==> src/rtl/cpu_types_pkg.sv <==
// Shared CPU datapath types: machine word and the instruction-cache address split.
package cpu_types_pkg;

  typedef logic [31:0] word_t;

  // Address split for the default 16-frame instruction cache geometry.
  localparam int ICACHE_SETS  = 16;
  localparam int ICACHE_IDX_W = $clog2(ICACHE_SETS);
  localparam int ICACHE_TAG_W = 30 - ICACHE_IDX_W;

  typedef struct packed {
    logic [ICACHE_TAG_W-1:0] tag;
    logic [ICACHE_IDX_W-1:0] idx;
    logic [1:0]              bytoff;
  } icachef_t;

  typedef enum logic {
    IDLE = 1'b0,
    FILL = 1'b1
  } icache_state_t;

endpackage

==> src/rtl/icache.sv <==
// Direct-mapped, one-word-per-frame instruction cache with zero-cycle hits,
// a blocking non-abortable fill, and saturating hit/miss counters.
module icache
  import cpu_types_pkg::*;
#(
  parameter int SETS = 16
) (
  input  logic  CLK,
  input  logic  nRST,
  input  logic  imemREN,
  input  word_t imemaddr,
  output logic  ihit,
  output word_t imemload,
  output logic  iREN,
  output word_t iaddr,
  input  logic  iwait,
  input  word_t iload,
  output word_t hit_count,
  output word_t miss_count
);

  localparam int IDX_W = $clog2(SETS);
  localparam int TAG_W = 30 - IDX_W;

  icache_state_t state, state_next;

  logic [SETS-1:0]  valid;
  logic [TAG_W-1:0] tag_arr  [SETS];
  word_t            data_arr [SETS];

  word_t            fill_addr;
  logic [TAG_W-1:0] req_tag, fill_tag;
  logic [IDX_W-1:0] req_idx, fill_idx;
  logic             hit, start_fill, fill_done;
  logic             unused_bytoff;

  assign req_tag       = imemaddr[31:2+IDX_W];
  assign req_idx       = imemaddr[IDX_W+1:2];
  assign fill_tag      = fill_addr[31:2+IDX_W];
  assign fill_idx      = fill_addr[IDX_W+1:2];
  assign unused_bytoff = ^{imemaddr[1:0], fill_addr[1:0]};

  assign hit = (state == IDLE) && imemREN && valid[req_idx] && (tag_arr[req_idx] == req_tag);

  function automatic word_t sat_inc(input word_t v);
    return (v == 32'hFFFF_FFFF) ? v : v + 32'd1;
  endfunction

  always_comb begin
    state_next = state;
    ihit       = 1'b0;
    imemload   = '0;
    iREN       = 1'b0;
    iaddr      = '0;
    start_fill = 1'b0;
    fill_done  = 1'b0;
    case (state)
      IDLE: begin
        if (hit) begin
          ihit     = 1'b1;
          imemload = data_arr[req_idx];
        end else if (imemREN) begin
          start_fill = 1'b1;
          state_next = FILL;
        end
      end
      FILL: begin
        // Fill runs to the latched address even if fetch redirects meanwhile.
        iREN  = 1'b1;
        iaddr = fill_addr;
        if (!iwait) begin
          fill_done  = 1'b1;
          state_next = IDLE;
        end
      end
      default: state_next = IDLE;
    endcase
  end

  always_ff @(posedge CLK or negedge nRST) begin
    if (!nRST) begin
      state      <= IDLE;
      valid      <= '0;
      fill_addr  <= '0;
      hit_count  <= '0;
      miss_count <= '0;
    end else begin
      state <= state_next;
      if (start_fill) begin
        fill_addr  <= {imemaddr[31:2], 2'b00};
        miss_count <= sat_inc(miss_count);
      end
      if (hit) hit_count <= sat_inc(hit_count);
      if (fill_done) valid[fill_idx] <= 1'b1;
    end
  end

  // Tag/data storage is unreset; the valid bits alone qualify it.
  always_ff @(posedge CLK) begin
    if (fill_done) begin
      tag_arr[fill_idx]  <= fill_tag;
      data_arr[fill_idx] <= iload;
    end
  end

endmodule
==> config.mk <==
export PLATFORM = sky130hd
export DESIGN_NAME = icache
export DESIGN_NICKNAME = d
export VERILOG_FILES = /design/src/rtl/cpu_types_pkg.sv /design/src/rtl/icache.sv
export SDC_FILE = /design/constraint.sdc
export NUM_CORES = 1
export LEC_CHECK = 0
export ABC_CLOCK_PERIOD_IN_PS = 5960
export BUFFER_PORTS_ARGS = -buffer_cell sky130_fd_sc_hd__buf_2
export CAP_MARGIN = 10
export CORE_MARGIN = 8
export CORE_UTILIZATION = 60
export CTS_CLUSTER_SIZE = 12
export DETAILED_ROUTE_END_ITERATION = 10
export GPL_ROUTABILITY_DRIVEN = 0
export GPL_TIMING_DRIVEN = 0
export PLACE_DENSITY = 0.77
export SLEW_MARGIN = 0
export SYNTH_ARGS = -nofsm -noshare
export SYNTH_HDL_FRONTEND = slang
export SYNTH_SLANG_ARGS = --single-unit
==> constraint.sdc <==
create_clock -name CLK -period 5.96 [get_ports CLK]
set_clock_uncertainty 0.1 [all_clocks]
set_input_delay 0.298 -clock CLK [delete_from_list [all_inputs] [get_ports CLK]]
set_output_delay 0.298 -clock CLK [all_outputs]
set_load 0.02 [all_outputs]
After elaboration in Yosys (flattened, before gate mapping)
Memory sizes are Yosys's and may differ from the RTL's.
Cells that the tools add are included.
{"block": "classes", "n_addsub": 2, "multipliers": 0, "div": 0, "n_lt_le_gt_ge": 3, "eq_ne": 3, "n_shift": 0, "mux": 19, "bitwise": 4, "n_reduce_logical": 6}
{"cell": "two-way mux 32 bit", "n": 3}
{"cell": "adder 32 x 1 -> 32 bit, second input constant", "n": 2}
{"cell": "== test 32 bit, second input constant", "n": 2}
{"cell": "== test 26 bit", "n": 1}
{"cell": "OR 16 bit", "n": 1}
{"cell": "two-way mux 1 bit", "n": 13}
{"cell": "< comparator 4 x 5 -> 1 bit, second input constant", "n": 2}
{"cell": "binary-select mux 1 bit (select 4 bit)", "n": 1}
{"cell": "demux 1 bit (select 4 bit)", "n": 1}
{"cell": "greater-or-equal comparator 4 x 1 -> 1 bit, second input constant", "n": 1}
{"cell": "logical AND 1 bit", "n": 4}
{"cell": "AND reduction 2 bit", "n": 2}
{"cell": "NOT 1 bit", "n": 3}
{"cell": "one-hot mux 1 bit (2 select lines)", "n": 1}
{"block": "word_totals", "ff_bits": 111, "latch_bits": 0, "ramBits": 928, "rom_bits": 0, "input_bits": 68, "output_inout_bits": 130, "elab_cells": 44, "n_memories": 2}
{"name": "data_arr", "depth": 16, "word_bits": 32, "read_ports": 1, "rd_clocked_by_memory_dff": 0, "wr": 1, "line": "icache.sv:29", "source": "word_t data_arr [SETS];"}
{"name": "tag_arr", "depth": 16, "word_bits": 26, "read_ports": 1, "rd_clocked_by_memory_dff": 0, "wr": 1, "line": "icache.sv:28", "source": "logic [TAG_W-1:0] tag_arr [SETS];"}

Depth between registers and ports, before layout
Gate-level depths: netlist of the first run.
{"block": "logic_depth", "depth_word": 7, "ltp_mapped": 17, "depth_no_buf": 9}

Worst setup path after synthesis of the first run
Ideal clock, no wire load.
{"block": "synth_timing", "path_kind": "register to register", "start": "register state", "end": "register valid[3]", "setup_time_ns": 0.089, "arrival_time_ns": 5.471, "required_time_ns": 5.771, "path_slack_ns": 0.300, "path_stages_with_launch": 5, "cell_sequence": "dfrtp_1 and2_1 nand3b_1 nor3_1 or2_2"}
{"block": "synth_between", "elab_chain_len": 1}
{"element": "start, declared", "line": "icache.sv:25", "source": "icache_state_t state, state_next;"}
{"element": "start signal, assigned", "line": "icache.sv:88", "source": "state <= state_next;"}
{"element": "two-way mux 1 bit", "line": "icache.sv:57", "source": "case (state)"}
{"element": "end signal, assigned", "line": "icache.sv:83", "source": "valid <= '0;"}
{"element": "end signal, assigned by index", "line": "icache.sv:94", "source": "if (fill_done) valid[fill_idx] <= 1'b1;"}
{"element": "end, declared", "line": "icache.sv:27", "source": "logic [SETS-1:0] valid;"}
No other way between the ends.
A chain may end at the register's enable or synchronous reset.

Worst setup path in the final report of the first run
{"block": "layout_timing", "start": "input port imemaddr[3]", "end": "output port imemload[30]"}
{"block": "layout_between", "elab_chain_len": 6, "elab_cells_between_ends": 9, "classes_between": "1 x eq/ne; 4 x mux; 2 x reduce/logical; 2 x memory"}
{"element": "start, declared", "line": "icache.sv:11", "source": "input word_t imemaddr,"}
{"element": "branches (longest 4 deep; another with memory (16 x 26 bit))"}
{"element": "two-way mux 32 bit *", "line": "icache.sv:59", "source": "if (hit) begin"}
{"element": "two-way mux 32 bit *", "line": "icache.sv:57"}
{"element": "end, declared", "line": "icache.sv:13", "source": "output word_t imemload,"}
Mark *: on every way between the ends. The select of a mux whose other input is x is not followed.

==> metrics.md, run 1 <==
| Metric | Value |
|---|---|
| I/O pin cnt | `198` |
| Setup crit end kind | `output pin` |
| CTS Buf Count | `102` |
| Crit Path Category | `in -> out` |
| Final Hold Viols | `0` |
| Final Cell Area | `47900 um^2` |
| Grt met3 use | `0.0489` |
| Minimum hold slack | `52.3 ps` |
| Synth unique cells | `52` |
| Antenna violations before repair | `7` |
| FMAX | `192 MHz` |
| Die footprint | `76800 um^2` |
| Final worst-path cycle share | `0.872` |
| Worst slew margin | `0.189` |
| GR Util All Layers | `0.274` |
| Critical Path AT | `4800 ps` |
| # H-tree levels | `3` |
| Clk slew on worst S/H paths | `60 ps` |
| Top cell types by occurrence after synthesis | `928 x edfxtp_1, 268 x mux4_2, 111 x dfrtp_1, 56 x mux2i_1, 56 x xnor2_1` |
| Worst setup SP type | `primary input` |
| Synth warnings | `0` |
| Worst-path maximum fanout | `10` |
| Worst vdd ir | `281 uV` |
| CP top delay family | `buffers and inverters` |
| Max clock buf depth | `3` |
| Syn avg cell area | `21.2 um^2` |
| CTS tree | `done` |
| DP HPWL | `66000 um` |
| Crit path time final | `5200 ps` |
| Most used routing layer | `met2` |
| GRT Residual Overflow | `0` |
| Die span in x | `277 um` |
| Post-CTS resize count | `0` |
| Pin count of the biggest net entering global routing | `58` |
| Yosys top cell by area | `edfxtp_1` |
| Worst hold path stage count | `2` |
| Status | `finished, final reports clean` |
| CP bufs+invs | `8` |
| DR vias | `21700` |
| Initial core utilization | `0.607` |
| Worst hold path class | `in -> reg` |
| Slowest stage delay, CP | `810 ps` |
| Initial drt markers | `2582` |
| Cell chain of the critical path | `buf_2, buf_4, buf_4, buf_2, buf_2, clkbuf_1, clkbuf_1, mux4_2, mux4_2, nor2b_1, buf_2` |
| Synthesized netlist cell count | `1931` |
| Core area | `67400 um^2` |
| DP Area | `44300 um^2` |
| Layout fillers | `3858` |
| Ys flop type | `edfxtp_1` |
| Stages on worst setup path | `11` |
| Site Rows | `95` |
| Top cell by count, worst path | `buf_2` |
| Worst-Skew Late Latency | `660 ps` |
| RSZ-0062 raised after global routing | `no` |
| Vias/cell | `6.58` |
| Synth async-reset ratio | `0.107` |
| Post-synth EDFFs | `928` |
| DRT Pass-1 Iters | `7` |
| Routed WL | `105000 um` |
| Final Power | `15.9 mW` |
| Adder-Cell Fraction of Synth Area | `0.000611` |
| Post-synthesis sequential area ratio | `0.749` |
| Simple-gate area share of the yosys netlist | `0.0432` |
| Die span in y | `277 um` |
| Pwr dens | `333 nW/um^2` |
| Clk sink count | `1039` |
| Yosys top cell area share | `0.681` |
| Critical Path RT | `5560 ps` |
| Final #Nets | `2417` |
| Layout cells sized above 1 | `0.319` |
| GR Layer Usage met2 | `0.472` |
| # DRC | `0` |
| Top-count cell post-synth | `edfxtp_1` |
| XOR/XNOR Fraction of Synth Area | `0.0197` |
| Final setup viols | `0` |
| Area contributors post-synth | `edfxtp_1 68%, mux4_2 15%, dfrtp_1 6.8%` |
| R2r worst-path depth | `9` |
| Max cap viols | `0` |
| Vias in the first global route | `22800` |
| Slowest cell on crit path | `clkbuf_1` |
| Main combinational cell family by area after synthesis | `multiplexers` |
| CTS Root Cell | `clkbuf_16` |
| Pleak | `16.4 nW` |
| Worst Max-Slew Pin Slew | `1220 ps` |
| I/O Buffers | `187` |
| #FFs+latches synth | `1039` |
| Antenna Nets Post-Route | `0` |
| Wire per inst | `31.9 um` |
| First-pass GRT wire length | `154000 um` |
| Area Growth Syn to Fin | `17.0%` |
| Mapped cell area | `40900 um^2` |
| Mux share of post-synthesis cell area | `0.171` |
| Met1 Usage GRT | `0.355` |
| Synth Area in Compound Gates | `0.00403` |
| Slew Viols, Final | `0` |
[sequential cells by signal (all words and copies together), names as in the netlist]
| name | cells |
|---|---|
| data_arr | 512 |
| valid | 16 |
| tag_arr | 416 |
| state | 1 |
| hit_count | 32 |
| fill_addr | 30 |
| miss_count | 32 |
[logic make-up after synthesis]
| logic type | count (synthesis) |
|---|---|
| flip-flops | 1039 |
| multiplexers | 359 |
| AND/OR/NAND/NOR | 311 |
| buffers and inverters | 105 |
| XOR/XNOR | 91 |
| AO/OA/AOI/OAI | 23 |
| adder cells (fa/ha/maj) | 2 |
| other | 1 |
[layout by cell type, fill, tap and decap left out, drive strengths merged, types with 36 or more instances in the layout]
cell type / count
and2: 36
buf: 317
clkbuf: 198
dfrtp: 111
dlygate4sd3: 58
edfxtp: 928
mux2i: 56
mux4: 268
nand3: 39
nor2: 40
nor2b: 38
xnor2: 57
[metal layers]
layer | wire (um) | share of wire
met2 | 54100 | 0.51
met5 | 38 | 0.00036
met4 | 3620 | 0.034
met3 | 8550 | 0.081
met1 | 39000 | 0.37
[worst reg2reg max path: stages, from the launching register on]
cell      delay [ps]
edfxtp_1         410
mux4_2           500
mux4_2           490
xnor2_1          440
nand4_1          170
nor3_1           230
nand4_1          150
nand2_1          250
buf_2            440
mux2_2           410
[worst paths after layout]
check,from,endpoint,slack (ps)
worst max-delay path,imemaddr[3],imemload[30],760
worst min-delay path,imemaddr[12],fill_addr[12],50
worst max register to register,tag_arr[5][1],fill_addr[9],2250
worst min register to register,valid[15],valid[15],370
max in group asynchronous,nRST,fill_addr[4],4910
min in group asynchronous,nRST,hit_count[15],80
[power by group]
part,internal (mW),switching [mW]
combinational,0.565,0.734
clock,3.31,2.66
sequential,8.38,0.288
[metrics by stage]
step	utilization	std cells	setup slack, ps	TNS [ps]
after floorplan	-	1932	300	0
after global placement	0.638	2992	-5200	-2192890
after detailed placement	0.657	3058	852	0
after CTS	0.710	3296	753	0
after global routing	0.710	3299	629	0
final	0.711	3301	762	0
[area by class of cell]
cell class,instances,area (um^2),share of cell area
multi-input combinational,788,9870,0.206
tap,873,1090,0.0228
antenna,5,12.5,0.000261
buffer,100,514,0.0107
inverter,5,18.8,0.000392
clock inverter,18,148,0.00308
clock buffer,162,2880,0.0601
sequential,1039,30600,0.640
timing repair buffer,311,2710,0.0565
[repair_timing]
item                                   4_1_cts  5_1_grt
setup endpoints to repair                    0        0
buffers inserted                             0        0
hold buffers                                58        0
endpoints found under the hold margin      627        0
Power figures use the tool's default switching activity.
==> inputs of run 2 (changes only) <==
MAX_ROUTING_LAYER = met4   (was unset)
==> metrics.md, run 2 (synthesized netlist as in run 1, its figures left out) <==
| Metric | Value |
|---|---|
| Minimum hold slack | `52.9 ps` |
| Core area | `67400 um^2` |
| Worst hold path class | `in -> reg` |
| Final worst-path cycle share | `0.878` |
| DR vias | `21800` |
| Number of buffers added for setup after CTS | `0` |
| Antenna violations before repair | `9` |
| CTS Buf Count | `102` |
| Setup crit end kind | `output pin` |
| Die footprint | `76800 um^2` |
| Commonest non-fill, non-tap cell in the layout | `edfxtp_1` |
| CTS Root Cell | `clkbuf_16` |
| Worst-path maximum fanout | `10` |
| CP bufs+invs | `8` |
| Final #Nets | `2417` |
| Critical Path AT | `4840 ps` |
| Critical Path RT | `5560 ps` |
| Vias in the first global route | `22800` |
| Crit Path Category | `in -> out` |
| Final Hold Viols | `0` |
| Die span in x | `277 um` |
| I/O Buffers | `187` |
| Initial drt markers | `2648` |
| PnR worst setup slack | `726 ps` |
| Cell chain of the critical path | `buf_2, buf_4, buf_4, buf_2, buf_2, clkbuf_1, clkbuf_1, mux4_2, mux4_2, nor2b_1, buf_2` |
| Pin count of the biggest net entering global routing | `58` |
| # DRC | `0` |
| Multi-input gate area | `9870 um^2` |
| Antenna Nets Post-Route | `0` |
| Worst-Skew Late Latency | `670 ps` |
| GR Util All Layers | `0.282` |
| Site Rows | `95` |
| Slew Viols, Final | `0` |
| Worst Max-Slew Pin Slew | `1240 ps` |
| Max clock buf depth | `3` |
| Routed WL | `105000 um` |
| Worst vdd ir | `283 uV` |
| Top flop regs | `data_arr: 512 flops, tag_arr: 416 flops` |
| Final Cell Area | `47900 um^2` |
| FMAX | `191 MHz` |
| Vias/cell | `6.58` |
| Worst slack, placed | `852 ps` |
| CP top delay family | `buffers and inverters` |
| Top reg by flops | `data_arr` |
| Layout fillers | `3859` |
| Clk slew on worst S/H paths | `60 ps` |
| Status | `finished, final reports clean` |
| Fin util | `0.711` |
| Area Growth Syn to Fin | `17.0%` |
| Final Power | `15.9 mW` |
| Max reg flops | `512` |
| I/O pin cnt | `198` |
| DP HPWL | `66000 um` |
| Most frequent cells in the layout | `928 x edfxtp_1, 268 x mux4_2, 219 x buf_2` |
| Crit path time final | `5230 ps` |
| CTS tree | `done` |
| # H-tree levels | `3` |
| Sequential Area | `30600 um^2` |
| Pleak | `16.4 nW` |
| Placed cell count | `3058` |
| First-pass GRT wire length | `154000 um` |
| Setup TNS | `0 ps` |
| Worst slew margin | `0.172` |
| Clk sink count | `1039` |
| Pwr dens | `333 nW/um^2` |
| RSZ-0062 raised after global routing | `no` |
| Top cell by count, worst path | `buf_2` |
| DP Area | `44300 um^2` |
| Final setup viols | `0` |
| Die span in y | `277 um` |
| Initial core utilization | `0.607` |
| Worst setup SP type | `primary input` |
| Layout cells sized above 1 | `0.319` |
| Max cap viols | `0` |
| Slowest stage delay, CP | `830 ps` |
| DRT Pass-1 Iters | `5` |
| Non-filler cells, final | `3305` |
| GRT Residual Overflow | `0` |
| Wire per inst | `31.9 um` |
| Slowest cell on crit path | `clkbuf_1` |
| R2r setup slk | `2270 ps` |
run 2: routing by layer:
layer	GRT usage	wire (um)	up-vias
met4	0.0891	3260	0
met3	0.0474	8580	237
met2	0.471	54600	1287
met5	-	0	-
li1	-	-	8738
met1	0.356	39100	11500
run 2: final cells by class:
cell class / instances / share of cell area
Buffer: 100 / 0.0107
Sequential cell: 1039 / 0.640
Clock inverter: 18 / 0.00308
Tap cell: 873 / 0.0228
Timing Repair Buffer: 311 / 0.0565
Antenna cell: 9 / 0.000470
Inverter: 5 / 0.000392
Multi-Input combinational cell: 788 / 0.206
Clock buffer: 162 / 0.0601
run 2: worst paths after layout:
check	start	to	depth (start not counted)
max	imemaddr[3]	imemload[30]	11
min	imemaddr[12]	fill_addr[12]	2
max reg2reg	tag_arr[5][1]	fill_addr[9]	9
min reg2reg	valid[15]	valid[15]	1
max in group asynchronous	nRST	fill_addr[4]	3
min in group asynchronous	nRST	hit_count[15]	2
run 2: where the power goes:
| group | internal [mW] | switching, mW | leakage (nW) |
|---|---|---|---|
| Sequential | 8.38 | 0.289 | 9.79 |
| Combinational | 0.565 | 0.736 | 5.19 |
| Clock | 3.31 | 2.65 | 1.46 |
| Total | 12.3 | 3.68 | 16.4 |
run 2: what timing repair did:
item,4_1_cts,5_1_grt
hold buffers,58,0
resized for setup,0,0
endpoints found under the hold margin,627,0
run 2: worst register-to-register path, delay by kind of cell (launching register included):
kind / cells / cell delay, ps
muxes: 3 / 1410
DFF: 1 / 410
buffers and inverters: 1 / 450
xor gates and xnor gates: 1 / 430
and+or+nand+nor: 4 / 780
